**src/rtl/pool_pkg.sv**
```systemverilog
`default_nettype none
// ============================================================================
// Module : pool_pkg
// Brief  : Shared types, mode constants and helpers for the 2-D pooling engine
// Rev    : 1.0  initial release
// ============================================================================
package pool_pkg;

    typedef enum logic [1:0] {
        ST_IDLE  = 2'd0,
        ST_RUN   = 2'd1,
        ST_FLUSH = 2'd2
    } state_t;

    localparam logic MODE_AVG = 1'b0;
    localparam logic MODE_MAX = 1'b1;

    // Window sum of P*P signed N-bit values never overflows this width.
    function automatic int sum_w(input int n, input int p);
        return n + 2 * $clog2(p);
    endfunction

    function automatic logic signed [63:0] sat_to_n(input logic signed [63:0] v,
                                                    input int n);
        logic signed [63:0] hi;
        logic signed [63:0] lo;
        hi = (64'sd1 <<< (n - 1)) - 64'sd1;
        lo = -(64'sd1 <<< (n - 1));
        if (v > hi) return hi;
        if (v < lo) return lo;
        return v;
    endfunction

endpackage : pool_pkg
`default_nettype wire

```
**src/rtl/pool_qmul.sv**
```systemverilog
`default_nettype none
// ============================================================================
// Module : pool_qmul
// Brief  : Registered signed fixed-point multiply, round half up, saturate to N
// Rev    : 1.0  initial release
// ============================================================================
module pool_qmul
    import pool_pkg::*;
#(
    parameter int A_W = 16,
    parameter int N   = 16,
    parameter int Q   = 12
) (
    input  logic                clk,
    input  logic                rst_n,
    input  logic signed [A_W-1:0] i_a,
    input  logic signed [N-1:0] i_b,
    output logic signed [N-1:0] o_p
);

    localparam int PW = A_W + N;
    localparam logic signed [PW-1:0] c_HALF = PW'(64'sd1 <<< (Q - 1));

    logic signed [PW-1:0] w_prod;
    logic signed [PW-1:0] w_rnd;
    logic signed [N-1:0]  r_p;

    assign w_prod = PW'(i_a) * PW'(i_b);
    // Adding half an LSB before the arithmetic shift rounds ties toward +inf.
    assign w_rnd  = (w_prod + c_HALF) >>> Q;

    always_ff @(posedge clk or negedge rst_n) begin
        if (!rst_n) begin
            r_p <= '0;
        end else begin
            r_p <= N'(sat_to_n(64'(w_rnd), N));
        end
    end

    assign o_p = r_p;

endmodule : pool_qmul
`default_nettype wire

```
**src/rtl/pool2d_stream.sv**
```systemverilog
`default_nettype none
// ============================================================================
// Module : pool2d_stream
// Brief  : Streaming PxP/stride-P max or average pooling over a raster feature
//          map. Define POOL_AVG_EN to build in the average path.
// Rev    : 1.0  initial release
// ============================================================================
module pool2d_stream
    import pool_pkg::*;
#(
    parameter int            N         = 16,
    parameter int            Q         = 12,
    parameter int            P         = 2,
    parameter int            M_MAX     = 64,
    parameter int            H_MAX     = 64,
    parameter logic [N-1:0]  P_SQR_INV = 16'h0400
) (
    input  logic                              clk,
    input  logic                              master_rst_n,
    input  logic                              start,
    input  logic [$clog2(M_MAX+1)-1:0]        cfg_width,
    input  logic [$clog2(H_MAX+1)-1:0]        cfg_height,
    input  logic                              cfg_mode,
    input  logic                              in_valid,
    input  logic signed [N-1:0]               data_in,
    output logic signed [N-1:0]               data_out,
    output logic                              valid_op,
    output logic                              end_op,
    output logic                              busy
);

    localparam int CW_W = $clog2(M_MAX + 1);
    localparam int CH_W = $clog2(H_MAX + 1);
    localparam int WW   = ($clog2(P) < 1) ? 1 : $clog2(P);
    localparam int RB_D = M_MAX / P;
    localparam int OC_W = (RB_D > 1) ? $clog2(RB_D) : 1;
`ifdef POOL_AVG_EN
    localparam int ACC_W = sum_w(N, P);
`else
    localparam int ACC_W = N;
`endif

    localparam logic [CW_W-1:0] c_WMAX  = CW_W'(M_MAX);
    localparam logic [CH_W-1:0] c_HMAX  = CH_W'(H_MAX);
    localparam logic [CW_W-1:0] c_ONE_W = CW_W'(1);
    localparam logic [CH_W-1:0] c_ONE_H = CH_W'(1);
    localparam logic [WW-1:0]   c_ONE_P = WW'(1);
    localparam logic [WW-1:0]   c_PM1   = WW'(P - 1);
    localparam logic [OC_W-1:0] c_ONE_O = OC_W'(1);

    state_t                  r_state;
    state_t                  w_state_nxt;
    logic [CW_W-1:0]         r_width, r_wlim, r_col;
    logic [CH_W-1:0]         r_height, r_hlim, r_row;
    logic [WW-1:0]           r_win_col, r_win_row;
    logic [OC_W-1:0]         r_out_col;
    logic                    r_mode;
    logic signed [ACC_W-1:0] r_acc;
    logic signed [ACC_W-1:0] r_rowbuf [RB_D];
    logic                    r_s1_vld, r_s1_last;
    logic signed [ACC_W-1:0] r_s1_val;
    logic                    r_valid_op, r_end_op;
    logic signed [N-1:0]     r_max_q;

    logic                    w_cfg_ok, w_start, w_take, w_eol, w_last, w_in_win;
    logic                    w_wc_end, w_wr_end, w_is_max;
    logic signed [ACC_W-1:0] w_pix, w_row_val, w_win;

    function automatic logic signed [ACC_W-1:0] f_comb(input logic signed [ACC_W-1:0] a,
                                                       input logic signed [ACC_W-1:0] b,
                                                       input logic is_max);
        if (is_max) return (a > b) ? a : b;
        return a + b;
    endfunction

    assign w_cfg_ok = (cfg_width != '0) && (cfg_width <= c_WMAX) &&
                      (cfg_height != '0) && (cfg_height <= c_HMAX);
    assign w_start  = start && (r_state == ST_IDLE) && w_cfg_ok;
    assign w_take   = in_valid && (r_state == ST_RUN);
    assign w_eol    = (r_col == r_width - c_ONE_W);
    assign w_last   = w_take && w_eol && (r_row == r_height - c_ONE_H);
    // Trailing columns/rows past the last whole window are consumed silently.
    assign w_in_win = (r_col < r_wlim) && (r_row < r_hlim);
    assign w_wc_end = (r_win_col == c_PM1);
    assign w_wr_end = (r_win_row == c_PM1);
    assign w_is_max = (r_mode == MODE_MAX);

    assign w_pix     = ACC_W'(data_in);
    assign w_row_val = (r_win_col == '0) ? w_pix : f_comb(r_acc, w_pix, w_is_max);
    assign w_win     = (r_win_row == '0) ? w_row_val
                                         : f_comb(r_rowbuf[r_out_col], w_row_val, w_is_max);

    always_comb begin
        w_state_nxt = r_state;
        unique case (r_state)
            ST_IDLE:  if (w_start)  w_state_nxt = ST_RUN;
            ST_RUN:   if (w_last)   w_state_nxt = ST_FLUSH;
            ST_FLUSH: if (r_end_op) w_state_nxt = ST_IDLE;
            default:  w_state_nxt = ST_IDLE;
        endcase
    end

    always_ff @(posedge clk or negedge master_rst_n) begin
        if (!master_rst_n) begin
            r_state    <= ST_IDLE;
            r_width    <= '0;
            r_wlim     <= '0;
            r_col      <= '0;
            r_height   <= '0;
            r_hlim     <= '0;
            r_row      <= '0;
            r_win_col  <= '0;
            r_win_row  <= '0;
            r_out_col  <= '0;
            r_mode     <= MODE_MAX;
            r_acc      <= '0;
            r_s1_vld   <= 1'b0;
            r_s1_last  <= 1'b0;
            r_s1_val   <= '0;
            r_valid_op <= 1'b0;
            r_end_op   <= 1'b0;
            r_max_q    <= '0;
        end else begin
            r_state    <= w_state_nxt;
            r_s1_vld   <= 1'b0;
            r_s1_last  <= w_last;
            r_valid_op <= r_s1_vld;
            r_end_op   <= r_s1_last;
            if (r_s1_vld) r_max_q <= N'(r_s1_val);

            if (w_start) begin
                r_width   <= cfg_width;
                r_height  <= cfg_height;
                r_wlim    <= CW_W'((int'(cfg_width) / P) * P);
                r_hlim    <= CH_W'((int'(cfg_height) / P) * P);
`ifdef POOL_AVG_EN
                r_mode    <= cfg_mode;
`else
                r_mode    <= cfg_mode | MODE_MAX;
`endif
                r_col     <= '0;
                r_row     <= '0;
                r_win_col <= '0;
                r_win_row <= '0;
                r_out_col <= '0;
            end else if (w_take) begin
                if (w_eol) begin
                    r_col     <= '0;
                    r_win_col <= '0;
                    r_out_col <= '0;
                    r_row     <= r_row + c_ONE_H;
                    r_win_row <= w_wr_end ? '0 : r_win_row + c_ONE_P;
                end else begin
                    r_col <= r_col + c_ONE_W;
                    if (w_wc_end) begin
                        r_win_col <= '0;
                        r_out_col <= r_out_col + c_ONE_O;
                    end else begin
                        r_win_col <= r_win_col + c_ONE_P;
                    end
                end
                if (w_in_win) begin
                    r_acc <= w_row_val;
                    if (w_wc_end && w_wr_end) begin
                        r_s1_vld <= 1'b1;
                        r_s1_val <= w_win;
                    end
                end
            end
        end
    end

    // Row buffer needs no reset: each entry is loaded on win_row 0 before use.
    always_ff @(posedge clk) begin
        if (w_take && w_in_win && w_wc_end) begin
            r_rowbuf[r_out_col] <= w_win;
        end
    end

`ifdef POOL_AVG_EN
    logic signed [N-1:0] w_avg_q;

    pool_qmul #(
        .A_W (ACC_W),
        .N   (N),
        .Q   (Q)
    ) u_qmul (
        .clk   (clk),
        .rst_n (master_rst_n),
        .i_a   (r_s1_val),
        .i_b   (P_SQR_INV),
        .o_p   (w_avg_q)
    );

    assign data_out = w_is_max ? r_max_q : w_avg_q;
`else
    assign data_out = r_max_q;
`endif

    assign valid_op = r_valid_op;
    assign end_op   = r_end_op;
    assign busy     = (r_state != ST_IDLE);

endmodule : pool2d_stream
`default_nettype wire

```
**config.mk**
```make
export PLATFORM = sky130hd
export DESIGN_NAME = pool2d_stream
export DESIGN_NICKNAME = d
export VERILOG_FILES = /design/src/rtl/pool_pkg.sv /design/src/rtl/pool_qmul.sv /design/src/rtl/pool2d_stream.sv
export SDC_FILE = /design/constraint.sdc
export NUM_CORES = 1
export LEC_CHECK = 0
export CORE_MARGIN = 5
export CORE_UTILIZATION = 31
export CTS_BUF_LIST = sky130_fd_sc_hd__clkbuf_2 sky130_fd_sc_hd__clkbuf_4 sky130_fd_sc_hd__clkbuf_8
export CTS_CLUSTER_SIZE = 30
export DETAILED_ROUTE_END_ITERATION = 6
export PLACE_DENSITY_LB_ADDON = 0.2
export SYNTH_ARGS = -nofsm -noshare
export SYNTH_HDL_FRONTEND = slang
export SYNTH_HIERARCHICAL = 1
export SYNTH_SLANG_ARGS = --single-unit
```
**constraint.sdc**
```tcl
create_clock -name clk -period 15.42 [get_ports clk]
set_input_delay 3.084 -clock clk [delete_from_list [all_inputs] [get_ports clk]]
set_output_delay 3.084 -clock clk [all_outputs]
set_load 0.05 [all_outputs]
```
==> impl_metrics.json, run 1 <==
{
  "leakagePower_nw": 9.86,
  "layout_common_cells": "512 x edfxtp_1, 128 x mux4_2, 105 x clkbuf_8",
  "worst_pin_slew_ns": 1.22,
  "power_frac_seq_pct": 44.5,
  "crit_path_max_incr_delay_ns": 0.97,
  "ant_nets": 0,
  "grt_pass1_wl_um": 93300,
  "worstSetupPathType": "input port to flip-flop",
  "cts_tree": "yes",
  "p_per_area_nw_per_um2": 160,
  "critPathLaunch": "data_in[15]",
  "die_x_um": 293,
  "path_clk_slew_ns": 0.06,
  "nets": 1637,
  "ir_worst_vdd_mv": 0.0810,
  "die_area_um2": 85700,
  "final_common_cell": "edfxtp_1",
  "drv_slew": 0,
  "netlist_area_um2": 24800,
  "rr_startpoint": "r_out_col[0]",
  "vias": 13400,
  "cts_resized": 0,
  "post_cts_buffers": 0,
  "crit_path_cell_trace": "clkdlybuf4s50_1 > inv_1 > ha_1 > nand4_1 > o21bai_1 > a211o_1 > a21oi_1 > a21boi_2 > mux2i_1 > ha_1 > nor2b_1 > o211ai_1 > a2111oi_0 > or4_1 > mux2i_4 > nor2_1 > a21oi_2 > buf_4",
  "pre_cts_slack_ns": 5.94,
  "endpoint_kind": "flip-flop",
  "fin_hold_ws_ns": 0.351,
  "async_flop_share_pct": 14.8,
  "rsz0062_at_grt": "false",
  "crit_path_top_delay_cell": "mux2i_4",
  "fin_cells": 2684,
  "drive_gt1_share_pct": 24.4,
  "setup_viol": 0,
  "ctsHoldBuffers": 0,
  "synth_cells": 1407,
  "antenna_found_initial": 1,
  "min_period_over_period_pct": 57.1,
  "clock_skew_ns": 0.0291,
  "cts_sinks": 601,
  "arrival_ns": 9.26,
  "hold_start": "r_s1_last",
  "relSlewSlack_pct": 18.4,
  "yosysUniqueCellTypes": 63,
  "die_y_um": 293,
  "synth_enable_flop_cells": 512,
  "tns_ns": 0,
  "crit_path_start_kind": "input port",
  "ys_ff_latch": 601,
  "syn_nets": 1492,
  "syn_to_final_growth_pct": 16.6,
  "synthTopCellsByArea": "edfxtp_1 62%, mux4_2 12%, dfrtp_1 9.0%, ha_1 2.5%, a22oi_1 1.9%",
  "clockBufferDepth": 3,
  "ioPinCount": 54,
  "yosysTopAreaCell": "edfxtp_1",
  "dp.cells": 2501,
  "cp_max_fo": 33,
  "synth_top_area_share_pct": 62.0,
  "vias_per_cell": 5.00,
  "grt_max_degree": 63,
  "power_switching_mw": 1.45,
  "fin_util_pct": 36.5,
  "timing.final.ws_setup_ns": 6.61,
  "wl_um": 63000,
  "min_path_type": "flip-flop to flip-flop",
  "grt_pass1_vias": 14100,
  "intPower_mw": 3.18,
  "clock_power_share_pct": 30.4,
  "fp-row-count": 103,
  "switching_share_pct": 31.3,
  "hpwl_um": 39000,
  "final.min_clock_period_ns": 8.81,
  "clock_latency_ns": 0.70,
  "yosys_warnings": 6,
  "place_congestion": 0.779,
  "synth.avg_cell_area_um2": 17.6,
  "status": "finished clean",
  "grt_usage_pct": 14.6,
  "comb_power_share_pct": 25.0,
  "first_pass_iters": 5,
  "synth-main-ff-cell": "edfxtp_1",
  "fill_cells": 7464,
  "cts_max_level": 3,
  "routedWlPerCell_um": 23.5,
  "grt.overflow.total": 0,
  "drc": 0,
  "cts_root_buf": "clkbuf_8",
  "fmax_mhz": 114,
  "io_buffer_count": 52,
  "cp_common_cell": "ha_1",
  "seq_area_frac_synth_pct": 71.0,
  "initial_core_util_pct": 31.3,
  "cts_buffers": 99,
  "drtIter0Drc": 964,
  "core_area_um2": 79100,
  "cp_data_required_time_ns": 15.87,
  "max-cap-violations": 0,
  "hold_viol": 0
}
## through the flow
stage          area, um^2  power (mW)
3_3_place_gp        26900        3.25
4_1_cts             28900        4.69
3_5_place_dp        26900        3.27
5_1_grt             28900        4.86
6_report            28900        4.63
2_1_floorplan       24800        2.81
## worst paths after layout
path,to,slack [ns],depth (start not counted)
max in group asynchronous,valid_op,11.95,2
min,end_op,0.35,0
max,r_rowbuf[27][0],6.61,18
min reg2reg,end_op,0.35,0
max reg2reg,r_rowbuf[27][0],8.18,14
min in group asynchronous,r_height[2],2.32,1
## cell families after synthesis
logic type                 after synthesis  share of synthesized area (%)
xor gates and xnor gates                26                          0.919
and+or+nand+nor                        247                           5.11
adders and majority gates               50                           2.52
buffers and inverters                  106                           1.73
muxes                                  165                           13.2
DFF                                    601                           71.0
AOI/OAI and AO/OA                      212                           5.51
## sequential cells by signal, summed over array words and instances, names as in the netlist, 2 cells and up
signal	count
r_rowbuf	512
data_out	16
r_acc	16
r_s1_val	16
r_col	7
r_height	7
r_row	7
r_width	7
r_out_col	5
r_state	2
## worst max-delay path: cells and delay by family
family	cells	cell delay, ns
compound gates	7	1.95
buf+inv	3	0.90
fa+ha+maj	2	0.67
simple gates	4	1.12
mux	2	1.48
## final cells by class
class	count	area, um^2	share of cell area (%)
timing repair buffer	110	953	3.30
clock inverter	28	199	0.688
antenna	4	10.0	0.0346
inverter	40	150	0.519
sequential	601	17600	60.9
clock buffer	151	1790	6.19
tap	1050	1310	4.55
multi-input combinational	700	6880	23.8
## synthesized netlist by cell type (all sizes together), types with 4 or more instances
master,count
xnor2,17
nand2,58
a21oi,35
a211oi,5
nor2,68
nand2b,5
xor2,9
mux2i,20
and2,5
buf,26
edfxtp,512
o21ai,59
a22oi,64
nor3b,4
mux4,128
clkbuf,40
a21o,9
nand3,16
or4,5
nor2b,20
and3,8
dfrtp,89
a31oi,19
mux2,17
nor3,12
ha,50
inv,40
nand4,26
## per-layer routing
metal  global-route usage, %  share of wire, %  vias to the layer above
met3                    3.69               5.8                      100
met5                       0                 0                        -
met1                    19.8                44                     7015
met2                    23.2                47                      354
met4                    4.56               2.7                        0
li1                        -                 -                     5950
## power by group through the flow
stage / logic (mW) / registers (mW) / clock network, mW
global route: 1.26 / 2.07 / 1.53
finish: 1.16 / 2.06 / 1.41
floorplan: 0.790 / 2.02 / 0
global placement: 1.16 / 2.09 / 0
CTS: 1.18 / 2.06 / 1.45
detailed placement: 1.17 / 2.10 / 0
Power figures use the tool's default switching activity.
==> run 2, diff against run 1 <==
==> constraint.sdc (replaced) <==
create_clock -name clk -period 9.2 [get_ports clk]
set_input_delay 1.84 -clock clk [delete_from_list [all_inputs] [get_ports clk]]
set_output_delay 1.84 -clock clk [all_outputs]
set_load 0.05 [all_outputs]
==> impl_metrics.json, run 2 (same netlist as run 1, synthesis figures left out) <==
{
  "worst_pin_slew_ns": 1.07,
  "r2r-end": "r_rowbuf[3][13]",
  "cts_resized": 0,
  "fill_cells": 7454,
  "min_path_type": "flip-flop to flip-flop",
  "min_period_over_period_pct": 78.8,
  "arrival_ns": 7.76,
  "crit_path_max_incr_delay_ns": 0.71,
  "grt_pass1_vias": 13800,
  "clock_latency_ns": 0.70,
  "grt_max_degree": 65,
  "setup_viol": 0,
  "final_common_cell": "edfxtp_1",
  "met2_usage_pct": 23.8,
  "die_area_um2": 85700,
  "crit_path_start_kind": "input port",
  "die_x_um": 293,
  "grt_pass1_wl_um": 93200,
  "critPathLaunch": "data_in[15]",
  "drv_slew": 0,
  "cts_tree": "yes",
  "cts_root_buf": "clkbuf_8",
  "syn_to_final_growth_pct": 16.8,
  "endpoint_kind": "flip-flop",
  "final_cell_area_um2": 29000,
  "diodes": 0,
  "crit_buf_inv": 4,
  "top_register": "r_rowbuf",
  "cts_max_level": 3,
  "worstSetupPathType": "input port to flip-flop",
  "cts_buffers": 100,
  "routedWlPerCell_um": 23.5,
  "leakagePower_nw": 9.91,
  "grt.overflow.total": 0,
  "crit_family": "compound AO/OA/AOI/OAI gates",
  "vias_per_cell": 4.98,
  "postPlaceCellArea_um2": 27000,
  "r2r_cells": 12,
  "relSlewSlack_pct": 28.7,
  "status": "finished clean",
  "crit_path_cell_trace": "clkdlybuf4s50_1 > inv_1 > ha_1 > nand4_1 > o21bai_1 > a211o_1 > a21oi_1 > a21boi_2 > buf_4 > mux2i_1 > ha_1 > a21oi_1 > a211oi_1 > or4_1 > mux2i_4 > nor2_1 > a21oi_2 > buf_4",
  "clockBufferDepth": 3,
  "antenna_found_initial": 0,
  "vias": 13400,
  "post_cts_buffers": 0,
  "ctsHoldBuffers": 0,
  "core_area_um2": 79100,
  "nets": 1646,
  "clock_skew_ns": 0.0288,
  "drc": 0,
  "use_met3_pct": 3.26,
  "fp-row-count": 103,
  "ir_worst_vdd_mv": 0.174,
  "use_met1_pct": 20.1,
  "regToRegSetupSlack_ns": 2.90,
  "drive_gt1_share_pct": 24.8,
  "max-cap-violations": 0,
  "path_clk_slew_ns": 0.06,
  "rr_startpoint": "r_out_col[0]",
  "die_y_um": 293,
  "io_buffer_count": 52,
  "ant_nets": 0,
  "grt.busiest_layer": "met2",
  "first_pass_iters": 5,
  "rsz0062_at_grt": "false",
  "cp_data_required_time_ns": 9.71,
  "initial_core_util_pct": 31.3,
  "layout_common_cells": "512 x edfxtp_1, 128 x mux4_2, 110 x clkbuf_8",
  "largest_register_ff_count": 512,
  "hpwl_um": 39100,
  "place_congestion": 0.774,
  "tns_ns": 0,
  "cp.depth": 18,
  "hold_viol": 0,
  "wl_um": 63300,
  "grt_usage_pct": 14.6,
  "drtIter0Drc": 988,
  "p_per_area_nw_per_um2": 268,
  "cts_sinks": 601,
  "crit_path_top_delay_cell": "a21oi_2",
  "cp_max_fo": 17,
  "cp-endpoint": "r_rowbuf[3][13]",
  "ioPinCount": 54,
  "fmax_mhz": 138,
  "final.min_clock_period_ns": 7.25
}
run 2: worst min path at each step:
stage	startpoint	end	slack (ns)	depth (start not counted)
after floorplan	r_s1_last	end_op	0.33	0
after global placement	r_s1_last	end_op	0.34	0
after detailed placement	r_s1_last	end_op	0.34	0
after CTS	r_s1_last	end_op	0.35	0
after global routing	r_s1_last	end_op	0.36	0
final	r_s1_last	end_op	0.35	0
run 2: where the power goes:
group	switching (mW)	leakage (nW)	internal (mW)	total, mW
logic	1.25	3.12	0.777	2.02
registers	0.131	5.73	3.28	3.41
clock network	1.07	1.06	1.27	2.34
total	2.45	9.91	5.33	7.78
run 2: stage by stage:
| stage | std cells | power [mW] | hold WS, ns | worst slack (ns) | util [%] |
|---|---|---|---|---|---|
| floorplan | 1407 | 4.71 | 0.331 | 2.28 | - |
| global placement | 2509 | 5.48 | 0.336 | 1.30 | 34.1 |
| detailed placement | 2509 | 5.52 | 0.336 | 1.24 | 34.1 |
| CTS | 2690 | 7.88 | 0.349 | 2.01 | 36.6 |
| global route | 2690 | 8.17 | 0.360 | 1.67 | 36.6 |
| finish | 2690 | 7.78 | 0.346 | 1.95 | 36.6 |
run 2: worst reg2reg max path, cell delays in order, from the launching register on:
cell and delay [ns]:
dfrtp_4 0.94, buf_4 0.47, mux4_2 0.58, a22oi_1 0.54, nand4_1 0.52, ha_1 0.51
nand4_1 0.19, a2111oi_0 0.40, or4_1 0.27, mux2i_4 0.51, nor2_1 0.10, a21oi_2 0.71
buf_4 0.38
run 2: final cells by class:
cell class | instances | area [um^2] | area share [%]
Multi-Input combinational cell | 700 | 6880 | 23.7
Clock buffer | 145 | 1780 | 6.13
Clock inverter | 36 | 214 | 0.739
Tap cell | 1050 | 1310 | 4.54
Timing Repair Buffer | 118 | 1030 | 3.54
Inverter | 40 | 150 | 0.518
Sequential cell | 601 | 17600 | 60.8
run 2: routing by layer:
layer | up-vias | routed length [um]
met1 | 6973 | 28100
li1 | 5970 | -
met2 | 364 | 30400
met3 | 94 | 3540
met4 | 0 | 1230
met5 | - | 0
==> run 3, diff against run 2 <==
==> constraint.sdc (replaced) <==
create_clock -name clk -period 6.6 [get_ports clk]
set_input_delay 1.32 -clock clk [delete_from_list [all_inputs] [get_ports clk]]
set_output_delay 1.32 -clock clk [all_outputs]
set_load 0.05 [all_outputs]
==> impl_metrics.json, run 3 (same netlist as run 1, synthesis figures left out) <==
{
  "status": "finished clean",
  "nets": 1698,
  "cts_root_buf": "clkbuf_8",
  "r2r_cells": 16,
  "min_path_type": "flip-flop to flip-flop",
  "vias_per_cell": 5.01,
  "clock_latency_ns": 0.71,
  "crit_path_start_kind": "input port",
  "tns_ns": 0,
  "layout_common_cells": "512 x edfxtp_1, 128 x mux4_2, 107 x clkbuf_8",
  "largest_register_ff_count": 512,
  "fp-row-count": 103,
  "pre_cts_slack_ns": -0.263,
  "min_period_over_period_pct": 88.5,
  "final.min_clock_period_ns": 5.84,
  "drive_gt1_share_pct": 27.2,
  "syn_to_final_growth_pct": 19.5,
  "regToRegSetupSlack_ns": 1.17,
  "wl_um": 64900,
  "routedWlPerCell_um": 23.6,
  "relSlewSlack_pct": 32.8,
  "final_common_cell": "edfxtp_1",
  "leakagePower_nw": 10.3,
  "die_area_um2": 85700,
  "ir_worst_vdd_mv": 0.150,
  "cts_max_level": 3,
  "cp_max_fo": 32,
  "arrival_ns": 6.31,
  "drv_slew": 0,
  "fmax_mhz": 171,
  "endpoint_kind": "flip-flop",
  "setup_viol": 0,
  "cp-endpoint": "r_rowbuf[9][10]",
  "cts_tree": "yes",
  "fin_util_pct": 37.4,
  "fin_hold_ws_ns": 0.353,
  "grt_pass1_vias": 14300,
  "critPathLaunch": "data_in[7]",
  "timing.final.ws_setup_ns": 0.756,
  "max-cap-violations": 0,
  "fill_cells": 7404,
  "hpwl_um": 40800,
  "grt.overflow.total": 0,
  "rr_startpoint": "r_out_col[0]",
  "io_buffer_count": 52,
  "grt_usage_pct": 15.0,
  "diodes": 0,
  "ant_nets": 0,
  "rsz0062_at_grt": "false",
  "r2r-end": "r_rowbuf[9][10]",
  "core_area_um2": 79100,
  "clockBufferDepth": 3,
  "first_pass_iters": 5,
  "top_register": "r_rowbuf",
  "hold_viol": 0,
  "die_y_um": 293,
  "cts_buffers": 101,
  "clock_skew_ns": 0.0460,
  "register_area_um2": 17600,
  "ctsHoldBuffers": 0,
  "place_congestion": 0.760,
  "worst_pin_slew_ns": 1.00,
  "drc": 0,
  "ioPinCount": 54,
  "cts_sinks": 601,
  "grt_pass1_wl_um": 95700,
  "drtIter0Drc": 1088,
  "p_per_area_nw_per_um2": 378,
  "post_cts_buffers": 0,
  "vias": 13800,
  "holdPathStages": 0,
  "initial_core_util_pct": 31.3,
  "die_x_um": 293,
  "cts_resized": 0,
  "path_clk_slew_ns": 0.05,
  "worstSetupPathType": "input port to flip-flop",
  "antenna_found_initial": 0,
  "grt_max_degree": 69,
  "multi_input_area_um2": 6890,
  "cp_data_required_time_ns": 7.06
}
-- run 3: cell types whose count changed in the layout (fill, tap and decap cells not counted), sizes merged --
| cell | delta |
|---|---|
| buf | +51 |
| clkbuf | +6 |
| clkinv | -4 |
| inv | +2 |
| bufinv | +1 |
| clkinvlp | -1 |
-- run 3: stage by stage --
step	cell area [um^2]	power [mW]	instances
CTS	29600	11.4	2745
finish	29600	11.2	2745
detailed placement	27600	7.98	2560
global route	29600	11.8	2745
global placement	27600	7.93	2560
floorplan	24800	6.57	1407
-- run 3: per-layer routing --
layer | track usage, % | up-vias | share of wire [%] | wire (um)
met2 | 24.6 | 333 | 49 | 31500
met1 | 20.7 | 7243 | 45 | 29100
li1 | - | 6090 | - | -
met5 | 0 | - | 0 | 0
met4 | 3.75 | 0 | 1.9 | 1250
met3 | 3.12 | 92 | 4.7 | 3050
-- run 3: final cells by class --
class / count / share of cell area, %
Tap cell: 1050 / 4.43
Clock buffer: 151 / 6.09
Sequential cell: 601 / 59.4
Inverter: 40 / 0.507
Clock inverter: 34 / 0.811
Multi-Input combinational cell: 700 / 23.2
Timing Repair Buffer: 169 / 5.47
-- run 3: worst max-delay path: stages --
cell and delay [ns]:
clkdlybuf4s50_1 0.48, inv_1 0.05, ha_1 0.32, a21oi_1 0.16, o21ai_0 0.14, a211o_1 0.34, a21oi_1 0.15, a21boi_2 0.19
buf_4 0.17, mux2i_1 0.31, ha_1 0.29, nor2b_1 0.13, o211ai_1 0.19, a2111oi_0 0.12, or4_1 0.61, mux2i_4 0.37
buf_4 0.41, nor2_1 0.09, a21oi_2 0.12, buf_4 0.33
-- run 3: how the worst min path moves through the flow --
stage,startpoint,slack (ns),end
global placement,r_s1_last,0.33,end_op
detailed placement,r_s1_last,0.34,end_op
global route,r_s1_last,0.38,end_op
CTS,r_s1_last,0.36,end_op
floorplan,r_s1_last,0.33,end_op
finish,r_s1_last,0.35,end_op
-- run 3: power by group --
| part | internal (mW) | total (mW) | switching [mW] |
|---|---|---|---|
| logic | 1.32 | 3.09 | 1.77 |
| registers | 4.57 | 4.78 | 0.208 |
| clock network | 1.83 | 3.33 | 1.50 |
